### src/rtl/spi_pwm_slave.sv
// rtl/spi_pwm_slave.sv - oversampled SPI mode-0 slave with a register-mapped N_CH PWM LED bank
// Optional build macro SPI_PWM_FADE_EN: active duty ramps 1 LSB per PWM period toward shadow.
module spi_pwm_slave #(
    parameter int N_CH        = 8,
    parameter int PRESCALE    = 4,
    parameter int SYNC_STAGES = 2,
    parameter logic [7:0] ID_VALUE = 8'hA5
) (
    input  logic            sysclk,
    input  logic            rst,
    input  logic            sclk,
    input  logic            cs,
    input  logic            mosi,
    output logic            miso,
    output logic [N_CH-1:0] led
);
    localparam int PW = (PRESCALE > 1) ? $clog2(PRESCALE) : 1;

    typedef enum logic [1:0] {IDLE, CMD, DATA, DONE} state_t;
    state_t state, state_nxt;

    logic [SYNC_STAGES-1:0] sclk_sync, cs_sync, mosi_sync;
    logic       sclk_s, cs_s, mosi_s, sclk_d, rise, fall;
    logic [3:0] bit_cnt;
    logic [7:0] cmd, data, tx, rd_val;
    logic [6:0] rd_addr, wr_addr;
    logic [7:0] wr_data;
    logic       wr_en;
    logic [1:0] ctrl;
    logic [7:0] shadow [N_CH];
    logic [7:0] active [N_CH];
    logic [PW-1:0] pre_cnt;
    logic [7:0] cnt;
    logic       tick, wrap;
    logic [N_CH-1:0] raw;

    // cs synchroniser resets to deselected so the FSM does not start a frame out of reset
    always_ff @(posedge sysclk or posedge rst) begin
        if (rst) begin
            sclk_sync <= '0;
            cs_sync   <= '1;
            mosi_sync <= '0;
            sclk_d    <= 1'b0;
        end else begin
            sclk_sync <= {sclk_sync[SYNC_STAGES-2:0], sclk};
            cs_sync   <= {cs_sync[SYNC_STAGES-2:0], cs};
            mosi_sync <= {mosi_sync[SYNC_STAGES-2:0], mosi};
            sclk_d    <= sclk_s;
        end
    end

    assign sclk_s  = sclk_sync[SYNC_STAGES-1];
    assign cs_s    = cs_sync[SYNC_STAGES-1];
    assign mosi_s  = mosi_sync[SYNC_STAGES-1];
    assign rise    = sclk_s & ~sclk_d & ~cs_s;
    assign fall    = ~sclk_s & sclk_d & ~cs_s;
    assign rd_addr = {cmd[5:0], mosi_s};

    always_ff @(posedge sysclk or posedge rst) begin
        if (rst) state <= IDLE;
        else     state <= state_nxt;
    end

    always_comb begin
        state_nxt = state;
        case (state)
            IDLE: if (!cs_s) state_nxt = CMD;
            CMD:  if (cs_s) state_nxt = IDLE;
                  else if (rise && bit_cnt == 4'd7) state_nxt = DATA;
            DATA: if (cs_s) state_nxt = IDLE;
                  else if (rise && bit_cnt == 4'd15) state_nxt = DONE;
            DONE: if (cs_s) state_nxt = IDLE;
            default: state_nxt = IDLE;
        endcase
    end

    always_comb begin
        rd_val = 8'h00;
        for (int i = 0; i < N_CH; i++)
            if (rd_addr == 7'(i)) rd_val = shadow[i];
        if (rd_addr == 7'h40) rd_val = {6'b0, ctrl};
        if (rd_addr == 7'h7F) rd_val = ID_VALUE;
    end

    always_ff @(posedge sysclk or posedge rst) begin
        if (rst) begin
            bit_cnt <= '0;
            cmd     <= '0;
            data    <= '0;
            tx      <= '0;
            miso    <= 1'b0;
            wr_en   <= 1'b0;
            wr_addr <= '0;
            wr_data <= '0;
        end else begin
            wr_en <= 1'b0;
            case (state)
                IDLE: begin
                    bit_cnt <= '0;
                    miso    <= 1'b0;
                end
                CMD: if (rise) begin
                    cmd     <= {cmd[6:0], mosi_s};
                    bit_cnt <= bit_cnt + 4'd1;
                    if (bit_cnt == 4'd7 && cmd[6]) tx <= rd_val;
                end
                DATA: begin
                    if (rise) begin
                        data    <= {data[6:0], mosi_s};
                        bit_cnt <= bit_cnt + 4'd1;
                        if (bit_cnt == 4'd15 && !cmd[7]) begin
                            wr_en   <= 1'b1;
                            wr_addr <= cmd[6:0];
                            wr_data <= {data[6:0], mosi_s};
                        end
                    end
                    if (fall && cmd[7]) begin
                        miso <= tx[7];
                        tx   <= {tx[6:0], 1'b0};
                    end
                end
                default: miso <= 1'b0;
            endcase
            if (cs_s) miso <= 1'b0;
        end
    end

    assign tick = (pre_cnt == PW'(PRESCALE - 1));
    assign wrap = tick && (cnt == 8'hFF);

    // Same-cycle write and wrap: wrap samples the pre-write shadow via nonblocking semantics
    always_ff @(posedge sysclk or posedge rst) begin
        if (rst) begin
            ctrl    <= 2'b01;
            pre_cnt <= '0;
            cnt     <= '0;
            for (int i = 0; i < N_CH; i++) begin
                shadow[i] <= '0;
                active[i] <= '0;
            end
        end else begin
            pre_cnt <= tick ? '0 : pre_cnt + PW'(1);
            if (tick) cnt <= cnt + 8'd1;
            if (wr_en && wr_addr == 7'h40) ctrl <= wr_data[1:0];
            for (int i = 0; i < N_CH; i++) begin
                if (wr_en && wr_addr == 7'(i)) shadow[i] <= wr_data;
`ifdef SPI_PWM_FADE_EN
                if (wrap && active[i] < shadow[i]) active[i] <= active[i] + 8'd1;
                else if (wrap && active[i] > shadow[i]) active[i] <= active[i] - 8'd1;
`else
                if (wrap) active[i] <= shadow[i];
`endif
            end
        end
    end

    always_comb begin
        raw = '0;
        for (int i = 0; i < N_CH; i++) raw[i] = (cnt < active[i]);
    end

    always_ff @(posedge sysclk or posedge rst) begin
        if (rst)          led <= '0;
        else if (ctrl[0]) led <= raw ^ {N_CH{ctrl[1]}};
        else              led <= '0;
    end
endmodule

### config.mk
export PLATFORM = sky130hd
export DESIGN_NAME = spi_pwm_slave
export DESIGN_NICKNAME = d
export VERILOG_FILES = /design/src/rtl/spi_pwm_slave.sv
export SDC_FILE = /design/constraint.sdc
export NUM_CORES = 1
export LEC_CHECK = 0
export CORE_MARGIN = 2
export CORE_UTILIZATION = 30
export DETAILED_ROUTE_END_ITERATION = 7
export PLACE_DENSITY_LB_ADDON = 0.08
export SYNTH_ARGS = -nofsm -noshare
export SYNTH_HDL_FRONTEND = slang
export SYNTH_SLANG_ARGS = --single-unit
### constraint.sdc
create_clock -name sysclk -period 14.6 [get_ports sysclk]
set_input_delay 4.38 -clock sysclk [delete_from_list [all_inputs] [get_ports sysclk]]
set_output_delay 4.38 -clock sysclk [all_outputs]
set_load 0.01 [all_outputs]
### Word level (Yosys, flattened, before mapping)

Cells that the tools add are included.

| cells by class | value |
|---|---|
| add/sub/neg operators | 3 |
| $mul | 0 |
| divide/modulo/power cells | 0 |
| magnitude comparators | 8 |
| equality and inequality tests | 34 |
| shift-type cells | 0 |
| multiplexer cells | 31 |
| bitwise operators | 8 |
| reductions and logical operators | 29 |

Operator list:

| cell | count |
|---|---|
| 2-to-1 mux 8 bit | 14 |
| less-than comparator 8 bit | 8 |
| equality test 7 x 3 -> 1 bit, second input constant | 8 |
| equality test 7 x 2 -> 1 bit, second input constant | 4 |
| equality test 7 bit, second input constant | 3 |
| one-hot mux 8 bit (2 select lines) | 1 |
| logical AND 1 bit | 15 |
| equality test 7 x 1 -> 1 bit, second input constant | 2 |
| logical NOT 7 bit | 2 |
| 2-to-1 mux 2 bit | 7 |
| inequality test 2 bit, second input constant | 6 |
| inequality test 3 bit, second input constant | 3 |
| adder 8 x 1 -> 8 bit, second input constant | 1 |
| equality test 8 bit, second input constant | 1 |
| one-hot mux 2 bit (4 select lines) | 1 |
| one-hot mux 4 bit (2 select lines) | 1 |
| AND reduction 2 bit | 4 |
| AND reduction 4 bit | 2 |
| bitwise XOR 8 bit | 1 |
| equality test 2 bit, second input constant | 3 |
| 2-to-1 mux 1 bit | 5 |
| adder 4 x 1 -> 4 bit, second input constant | 1 |
| bitwise AND 1 bit | 4 |
| equality test 4 x 3 -> 1 bit, second input constant | 1 |
| other kinds (12) | 15 |

| storage, ports and cells | value |
|---|---|
| bits in registers | 201 |
| latch bits | 0 |
| RAM bits | 0 |
| bits in read-only memories | 0 |
| input port bits | 5 |
| output and inout bits | 9 |
| logic and storage cells | 146 |
| memories kept | 0 |

### Logic depth before layout (Yosys ltp)

| logic depth | value |
|---|---|
| depth after elaboration | 14 |
| gate-level depth with buffers | 9 |
| mapped depth without buffers | 7 |

### Least setup slack after synthesis

Ideal clock, no wire load.

| timing path | value |
|---|---|
| path kind | register -> output |
| from | register miso |
| to | output port miso |
| data arrival time | 394 ps |
| required time | 10220 ps |
| path slack | 9826 ps |
| cell stages (with the launch flop) | 1 |
| path buffers | 0 |
| path through | dfrtp_1 |

RTL lines:

| item | RTL line | source |
|---|---|---|
| from (decl) | 14 | `output logic miso,` |
| from (signal assigned) | 118 | `miso <= tx[7];` |

No word-level cell between the ends.

### Worst setup path after layout

| timing path | value |
|---|---|
| from | register miso |
| to | output port miso |

No word-level cell between the ends.

==> reports/results.ini <==
[cts]
ctsResizeCount = 0
tritoncts = built
h-tree-depth = 1
clkSlewWorstSetupHoldPaths_ps = 60
cts_setup_buffers = 0
cts_made_buffers = 26
hold_buffers = 0
clockBufferDepth = 3
clk-insertion-delay-late_ps = 530
root_buffer = clkbuf_16
clock-sinks = 201

[critical_path]
cp_cell_sequence = clkdlybuf4s50_1
crit_required_ps = 10220
crit_family = buffers and inverters
end_kind = primary output
cp-start-kind = register
max_stage_delay_ps = 540
crit_fanout = 3
crit_slowest_cell = clkdlybuf4s50_1
cp_data_arrival_time_ps = 1420
path_class = reg -> out
cp_num_buf_inv = 1

[placement]
hpwl_mm = 17.0
place.gp.congestion = 0.716
io_buffers = 13
place_area_sq_um = 10300
pre_cts_ws_ps = 8250
placed_cells = 1275

[yosys]
synth_edf_count = 0
ys_warn_count = 0
synth_top_area_frac = 0.504
synth_async_sr_flop_share = 1.00
netlist-cell-type-count = 53
syn_area_per_cell_sq_um = 11.5
yosysSeqAreaShare = 0.512
synth_most_common_cell = dfrtp_1
netlist_area_sq_um = 9820
synthTopCellsByArea = dfrtp_1 50%, mux2_2 12%, ha_1 8.0%
ys.flop_type = dfrtp_1
syn_inst = 852
yosys_register_bits = 201
syn_nets = 920
synth_top_cell_by_area = dfrtp_1
synth_commonest_cells = 198 x dfrtp_1, 101 x mux2_2, 89 x o21ai_0

[die]
start_util = 0.303
fp-row-count = 66
die_y_um = 185
chipWidth_um = 185
dieArea_sq_um = 34200
coreArea_sq_um = 32400
ios = 14

[power]
p_leak_nw = 5.04
power.internal_mw = 1.07
peakVddDrop_v = 0.0000776
total_power_mw = 1.42
cellPowerDensity_nw_per_um2 = 126
pwr-share-seq = 0.420
p_comb_frac = 0.087
p_switching_mw = 0.351
switching_share = 0.248
pwr-share-clk = 0.493

[layout]
fin_util = 0.349
fin_area_sq_um = 11300
nFillCells = 3248
diodes = 0
areaGrowthSynthToFinish_pct = 15.1
fin_cells = 1323
drive_gt1_frac = 0.205
fin_nets = 929

[detailed_routing]
vias_per_cell = 4.75
drc = 0
vias = 6281
wl_mm = 25.0
drtIter0Drc = 289
drtPass1Iterations = 4
antenna_left = 0
wl_per_cell_um = 18.9

[timing]
max-slew-margin-rel = 0.388
setup_viol = 0
fin_ws_ps = 8800
clock_skew_ps = 13.4
fin_crit_ps = 5800
worst_pin_slew_ps = 919
finalSetupTns_ps = 0
slew_violations = 0
fmax_mhz = 172
rsz0062_at_grt = false
fin_crit_sh = 0.397
hold_viol = 0
whs_ps = 347

[global_routing]
grt.overflow.total = 0
grt_pass1_vias = 6453
antenna_found_initial = 0
track_usage = 0.154
grt_max_degree = 86
grt_first_pass_wirelength_mm = 39.9

[status]
status = completed

[run]
maxCapViolCount = 0

[worst_hold_path]
hold_class = reg -> reg

cells in the final DEF (no fill, tap or decap), drive strengths merged, types with 5 or more instances in the layout:
cell type,synthesis,routed
clkbuf,14,34
mux4,9,9
bufinv,0,5
or3,8,8
clkinv,1,8
nor3b,10,10
ha,63,63
nor2,16,16
nand2,83,83
inv,62,62
nand2b,15,15
o22ai,11,11
a211oi,16,16
mux2,110,110
buf,23,5
clkdlybuf4s50,0,13
o21ai,89,89
nand3,15,15
dfrtp,198,198
a21oi,18,18
nor3,10,10
o21a,25,25
registers in the layout, summed over array words and instances (netlist names), 4 cells and up:
name	flops
active	64
shadow	64
cmd	8
cnt	8
led	8
tx	8
wr_data	8
data	7
wr_addr	7
bit_cnt	4
layer usage:
layer	up-vias	routed length [um]	track usage
met1	3147	12600	0.229
met5	-	0	0
met2	57	11200	0.237
met3	35	654	0.0199
met4	0	540	0.0390
li1	3042	-	-
area by class of cell:
class,instances,area (sq um),share of cell area
inverter,63,244,0.0216
clock inverter,14,200,0.0177
multi-input combinational,551,4350,0.385
tap,442,553,0.0489
timing repair buffer,18,168,0.0148
clock buffer,34,752,0.0665
sequential,201,5030,0.445
logic make-up after synthesis:
family | Yosys count | share of synthesized area
flip-flops | 201 | 0.512
AND/OR/NAND/NOR | 184 | 0.0965
AO/OA/AOI/OAI | 174 | 0.105
multiplexers | 122 | 0.153
buffers and inverters | 100 | 0.0451
adder cells (fa/ha/maj) | 63 | 0.0802
XOR/XNOR | 8 | 0.00713
path summary, 6_finish.rpt:
kind | start | end | slack (ps) | cells after the start
min | mosi_sync[0] | mosi_sync[1] | 350 | 0
min in group asynchronous | rst | active[63] | 4350 | 2
max | miso | miso | 8800 | 1
max reg2reg | cnt[1] | active[0] | 11410 | 6
min reg2reg | mosi_sync[0] | mosi_sync[1] | 350 | 0
max in group asynchronous | rst | shadow[31] | 8910 | 3
power groups by stage:
stage	registers (mW)	clock network, mW	logic, mW
3_3_place_gp	0.606	0	0.127
5_1_grt	0.599	0.747	0.140
4_1_cts	0.595	0.721	0.126
6_report	0.595	0.700	0.124
2_1_floorplan	0.593	0	0.100
3_5_place_dp	0.605	0	0.126
No activity file was read; power rests on OpenSTA's default activity.
